--- config.mk ---
export PLATFORM = sky130hd
export DESIGN_NAME = regfile_wb_queue
export DESIGN_NICKNAME = d
export VERILOG_FILES = /design/src/rtl/regfile_wb_queue.sv
export SDC_FILE = /design/constraint.sdc
export NUM_CORES = 1
export LEC_CHECK = 0
export ABC_CLOCK_PERIOD_IN_PS = 7300
export CELL_PAD_IN_SITES_DETAIL_PLACEMENT = 1
export CELL_PAD_IN_SITES_GLOBAL_PLACEMENT = 1
export CORE_UTILIZATION = 25
export CTS_CLUSTER_SIZE = 8
export DETAILED_ROUTE_END_ITERATION = 10
export PLACE_DENSITY = 0.51
export REMOVE_ABC_BUFFERS = 1
export SLEW_MARGIN = 20
export SYNTH_ARGS = -nofsm -noshare
export SYNTH_HDL_FRONTEND = slang
export SYNTH_SLANG_ARGS = --single-unit
--- constraint.sdc ---
create_clock -name clk -period 7.3 [get_ports clk]
set_input_delay 1.46 -clock clk [delete_from_list [all_inputs] [get_ports clk]]
set_output_delay 1.46 -clock clk [all_outputs]
set_load 0.1 [all_outputs]
--- src/rtl/regfile_wb_queue.sv ---
// In-order write-back queue in front of a register file: buffers up to DEPTH
// pending writes, drains one per unstalled cycle, and forwards pending data to reads.
module regfile_wb_queue #(
  parameter int DEPTH  = 4,
  parameter int ADDR_W = 5,
  parameter int DATA_W = 32
) (
  input  logic                     clk,
  input  logic                     rst_n,
  input  logic                     in_valid,
  output logic                     in_ready,
  input  logic [ADDR_W-1:0]        in_addr,
  input  logic [DATA_W-1:0]        in_data,
  input  logic                     wb_stall,
  output logic                     write_en,
  output logic [ADDR_W-1:0]        write_addr,
  output logic [DATA_W-1:0]        write_data,
  input  logic [ADDR_W-1:0]        read_addr,
  input  logic [DATA_W-1:0]        rf_read_data,
  output logic [DATA_W-1:0]        read_data,
  output logic                     bypass_hit,
  output logic [$clog2(DEPTH):0]   count
);

  localparam int PTR_W = $clog2(DEPTH);
  localparam int CNT_W = PTR_W + 1;
  localparam logic [CNT_W-1:0] FULL = CNT_W'(DEPTH);

  logic [ADDR_W-1:0] addr_q [DEPTH];
  logic [DATA_W-1:0] data_q [DEPTH];

  logic [PTR_W-1:0] wr_ptr_q, wr_ptr_d;
  logic [PTR_W-1:0] rd_ptr_q, rd_ptr_d;
  logic [CNT_W-1:0] count_q, count_d;
  logic             push, pop, not_empty;
  logic [PTR_W-1:0] scan_idx;

  // Handshake depends only on registered occupancy, never on wb_stall/in_valid.
  assign not_empty = (count_q != '0);
  assign in_ready  = (count_q != FULL);
  assign push      = in_valid && in_ready;
  assign write_en  = not_empty && !wb_stall;
  assign pop       = write_en;

  assign write_addr = not_empty ? addr_q[rd_ptr_q] : '0;
  assign write_data = not_empty ? data_q[rd_ptr_q] : '0;
  assign count      = count_q;

  // NOTE: every always_comb output gets a default first so no path leaves it
  // unassigned; otherwise synthesis infers a latch.
  always_comb begin
    wr_ptr_d = push ? wr_ptr_q + 1'b1 : wr_ptr_q;
    rd_ptr_d = pop  ? rd_ptr_q + 1'b1 : rd_ptr_q;
    count_d  = count_q;
    case ({push, pop})
      2'b10:   count_d = count_q + 1'b1;
      2'b01:   count_d = count_q - 1'b1;
      default: count_d = count_q;
    endcase
  end

  // Scan oldest to youngest so the youngest matching entry wins.
  always_comb begin
    read_data  = rf_read_data;
    bypass_hit = 1'b0;
    scan_idx   = '0;
    for (int i = 0; i < DEPTH; i++) begin
      scan_idx = rd_ptr_q + PTR_W'(i);
      if ((CNT_W'(i) < count_q) && (addr_q[scan_idx] == read_addr)) begin
        read_data  = data_q[scan_idx];
        bypass_hit = 1'b1;
      end
    end
  end

  // NOTE: sequential state uses non-blocking assignments so every register
  // samples pre-edge values regardless of statement order.
  always_ff @(posedge clk or negedge rst_n) begin
    if (!rst_n) begin
      wr_ptr_q <= '0;
      rd_ptr_q <= '0;
      count_q  <= '0;
    end else begin
      wr_ptr_q <= wr_ptr_d;
      rd_ptr_q <= rd_ptr_d;
      count_q  <= count_d;
    end
  end

  // NOTE: entry storage is deliberately not reset; count_q gates every use
  // of it, so stale contents are never observable.
  always_ff @(posedge clk) begin
    if (push) begin
      addr_q[wr_ptr_q] <= in_addr;
      data_q[wr_ptr_q] <= in_data;
    end
  end

endmodule

## Yosys cells after proc, flatten, opt, wreduce, memory -nomap -nowiden

Memories as Yosys holds them, arrays and structs flattened.
Index checks and enable logic that the tools add are counted.

| operators by class | value |
|---|---|
| divide/modulo/power cells | 0 |
| multiply operators | 0 |
| $lt $le $gt $ge | 4 |
| add/sub/neg operators | 6 |
| muxes and demuxes | 13 |
| bitwise logic cells | 0 |
| shift-type cells | 0 |
| equal/unequal tests | 7 |
| reductions and logical operators | 9 |

Operator list:

| kind | number |
|---|---|
| two-way mux 32 bit | 5 |
| == test 5 bit | 4 |
| logical AND 1 bit | 6 |
| < comparator 1 x 3 -> 1 bit, first input constant | 2 |
| < comparator 2 x 3 -> 1 bit, first input constant | 2 |
| two-way mux 1 bit | 6 |
| one-hot mux 3 bit (2 select lines) | 1 |
| two-way mux 5 bit | 1 |
| adder 2 x 1 -> 2 bit, second input constant | 2 |
| adder 2 bit, second input constant | 2 |
| adder 3 x 1 -> 3 bit, second input constant | 1 |
| != test 3 bit, second input constant | 1 |
| nonzero test 3 bit | 1 |
| subtractor 3 x 1 -> 3 bit, second input constant | 1 |
| == test 2 x 1 -> 1 bit, second input constant | 1 |
| == test 2 bit, second input constant | 1 |
| nonzero test 2 bit | 1 |
| zero test 1 bit | 1 |

| storage, ports and cells | value |
|---|---|
| bits in registers | 7 |
| memory bits (writable) | 148 |
| ROM bits | 0 |
| bits in latches | 0 |
| input port bits | 78 |
| logic and storage cells | 44 |
| memories | 2 |
| output and inout bits | 75 |

Memories:

| memory | words | width | rd ports | clocked after memory_dff | wr ports | RTL line | RTL |
|---|---|---|---|---|---|---|---|
| data_q | 4 | 32 | 4 | 0 | 1 | 30 | `logic [DATA_W-1:0] data_q [DEPTH];` |
| addr_q | 4 | 5 | 4 | 0 | 1 | 29 | `logic [ADDR_W-1:0] addr_q [DEPTH];` |

## Longest topological paths before layout

An unclocked memory read counts as a cell.

| logic depth | value |
|---|---|
| word-level depth | 7 |
| depth in mapped cells | 11 |
| mapped depth without buffers | 9 |

## Least setup slack after synthesis

OpenSTA, ideal clock, no wires.

| timing | value |
|---|---|
| kind | input to output |
| start | in read_addr[4] |
| end | out read_data[30] |
| stages | 9 |
| arrival time | 5009 ps |
| setup slack | 831 ps |
| data required time | 5840 ps |
| buffers on the path | 4 |
| path through | clkbuf_1 -> xnor2_1 -> or3_1 -> clkbuf_1 -> a21oi_1 -> or2_1 -> buf_4 -> buf_6 -> o31ai_1 |

| between the ends | value |
|---|---|
| cells in the longest elaborated chain, start to end | 6 |
| elaborated cells on any way between the ends | 12 |
| classes of those cells | 4 x eq/ne; 4 x mux; 4 x reduce/logical |

RTL lines:

| element | RTL line | RTL |
|---|---|---|
| start: declaration | 18 | `input logic [ADDR_W-1:0] read_addr,` |
| == test 5 bit | 69 | `if ((CNT_W'(i) < count_q) && (addr_q[scan_idx] == read_addr)) begin` |
| logical AND 1 bit | 69 |  |
| two-way mux 32 bit (3 in series) | 69 |  |
| two-way mux 32 bit * | 69 |  |
| end: declaration | 20 | `output logic [DATA_W-1:0] read_data,` |

Every way passes the cells marked *; elsewhere a longest branch is shown, timed or not.

## Final worst setup path

| timing | value |
|---|---|
| start | in read_addr[1] |
| end | out read_data[24] |

Same word-level chain as after synthesis.

==> out/results.tsv <==
stage	metric	value	unit
yosys	post-synth top area share	0.4255	
yosys	largest area contributor in the netlist	edfxtp_1	
yosys	count of cell types in the netlist	41	
yosys	Post-synth top cells	edfxtp_1, nor2_1, mux4_2, mux2i_1, o21ai_0	
worst_setup_path	Reg2Reg Depth	5	
finish	ANT cells	0	
cts	clk_lat worst skew	0.43	ns
placed_design	Placer Congestion	0.7236	
floorplan	core area	41020	um2
drt	DR vias/cell	4.988	
finish	register area	4627	um2
drt	Initial DRC Count	423	
timing	Final Cycle Share	0.8120	
timing	slew margin rel.	0.3458	
drt	antenna-violating nets left	0	
yosys	asr flop ratio synth	0.04516	
outcome	failing checks	DRC	
cts	Clock Sinks	155	
yosys	Post-synth EDFFs	148	
yosys	sequential element share of the synthesized area	0.4423	
cts	CTS tree	done	
worst_setup_path	CP Class	in -> out	
finish	final net count	1017	
timing	unrepaired setup endpoints after global routing	no	
floorplan	Die Wd	206.4	um
placed_design	IO Port Bufs	152	
yosys	Syn Area/Cell	12.69	um2
timing	post-route minimum period	5.928	ns
outcome	status	complete, but fails checks	
floorplan	row cnt	74	
hold_path	hold path depth	2	
worst_setup_path	Slowest Stage Delay on Critical Path	0.77	ns
cts	post_cts resized	0	
timing	Final setup viols	0	
timing	setup_tns	0	ns
drt	via count	7357	
global_route	grt total ovfl	0	
cts	worst-case clock buffer depth	2	
floorplan	die height	206.4	um
worst_setup_path	slowest CP cell	or2_2	
yosys	main area contributors after synthesis	edfxtp_1, mux4_2, mux2i_1	
timing	Hold Vio Cnt, Final	0	
yosys	most common cell in the synthesized netlist	edfxtp_1	
finish	Non-Filler Instances	1475	
global_route	initial antenna violation count	3	
yosys	Ys Warns	0	
finish	final instance area	13030	um2
timing	FMAX	168.7	MHz
yosys	Yosys reg bits	155	
cts	CTS HTree Levels	4	
finish	Layout fillers	4436	
floorplan	num ports	153	
global_route	largest net degree at the start of global routing	87	
drt	WL final	32170	um
worst_setup_path	WP data arrival	4.47	ns
hold_path	Hold Path Class	reg -> reg	
drt	Wirelength per Cell	21.81	um
cts	CTS Buf Count	17	
timing	worst slew pin tran	0.9783	ns
placed_design	placed cell area	12400	um2
finish	share of cells above drive strength 1	0.2503	
placed_design	placed cells	1443	
global_route	first-pass GRT wire length	48580	um
floorplan	Die ar.	42600	um2
yosys	synthesized cell area	10440	um2
cts	Root Buffer	clkbuf_16	
job	Max-Cap Viols	0	
timing	Clock Skew	0.009945	ns
cts	Worst-path clk slew	0.06	ns
finish	Area Growth Syn to Fin	24.79	%
worst_setup_path	crit-path max FO	25	
yosys	Primary FF master, synth	edfxtp_1	
drt	1st-pass router iterations	7	
worst_setup_path	Reg2Reg Setup Slack	4.78	ns
timing	Final Slew Violations	0	
cts	Post-CTS Hold Fix Bufs	0	
global_route	vias in the first global route	7795	
global_route	Tot GR Track Use	0.1547	
cts	Post-CTS Repair Setup Buffers	0	
worst_setup_path	critical path cell sequence	clkdlybuf4s50_1 > xor2_1 > or4_2 > a21oi_1 > or2_2 > buf_4 > o31ai_2 > buf_4	
worst_setup_path	most prevalent standard cell on the critical path	buf_4	
placed_design	post-DP HPWL	20590	um
drt	# DRC	24	
worst_setup_path	required time worst endpoint	5.84	ns
finish	area of the multi-input gates	5421	um2
worst_setup_path	CP Capture Type	output pin	
yosys	Gate Count Post-Synth	823	
worst_setup_path	Startpoint Class	input pin	
floorplan	Initial Util	0.2546	
==> logic make-up (layout without fill, tap and decap cells) <==
group,after synthesis,in the layout,share of synthesized area
DFF,155,155,0.4423
muxes,183,183,0.2734
and+or+nand+nor,161,161,0.06505
AOI/OAI and AO/OA,200,200,0.1410
adders and majority gates,9,9,0.01078
xor gates and xnor gates,27,27,0.02408
buffers and inverters,88,208,0.04337
==> placed cells by master (no fill, tap or decap), drive strengths merged, types with 2 or more instances in the layout <==
master         instances
nor2b                  6
clkdlybuf4s50        119
mux2i                 73
inv                    6
clkbuf                22
a211oi                32
o31ai                 32
clkinvlp               2
buf                   52
xnor2                 18
ha                     9
nand2                 36
xor2                   9
nand4                  2
edfxtp               148
clkinv                 3
nor3                   3
and3                   5
mux4                  78
nor2                  99
nand3b                 2
or2                    2
bufinv                 4
dfrtp                  7
a21oi                 36
o21ai                 67
o211a                 32
mux2                  32
==> flip-flops by register name (all words and copies together) (netlist names) <==
register,flops
wr_ptr_q,2
rd_ptr_q,2
count,3
addr_q,20
data_q,128
==> per-layer routing <==
layer / routed length (um) / GRT usage
met5: 26 / 0
met4: 329 / 0.03283
met3: 1168 / 0.02728
met2: 15760 / 0.2635
met1: 14890 / 0.2038
==> critical path: cells and delay by family <==
| kind | cells | cell delay (ns) |
|---|---|---|
| AOI/OAI and AO/OA | 2 | 0.23 |
| and+or+nand+nor | 2 | 1.44 |
| buffers and inverters | 3 | 1.11 |
| xor gates and xnor gates | 1 | 0.21 |
==> layout make-up <==
type	count	area share
tap	532	0.05108
timing repair buffer	171	0.1281
sequential	155	0.3550
clock inverter	10	0.01277
inverter	5	0.001440
multi-input combinational	580	0.4160
clock buffer	22	0.03562
==> through the flow <==
step / utilization / hold slack, ns / worst slack (ns)
after floorplan: - / 0.5796 / -4.069
after global placement: 0.3024 / 0.6043 / 1.329
after detailed placement: 0.3024 / 0.6088 / 1.291
after CTS: 0.3177 / 0.6277 / 1.293
after global routing: 0.3177 / 0.6736 / 1.217
final: 0.3177 / 0.6162 / 1.372
==> path summary, 6_finish.rpt <==
kind | start | end
max | read_addr[1] | read_data[24]
min | count[1] | count[1]
max reg2reg | count[0] | data_q[0][6]
min in group asynchronous | rst_n | count[0]
min reg2reg | count[1] | count[1]
max in group asynchronous | rst_n | rd_ptr_q[1]
Power is not shown: default switching activity piles up to over one toggle a cycle in this logic, so the estimate is an artifact.
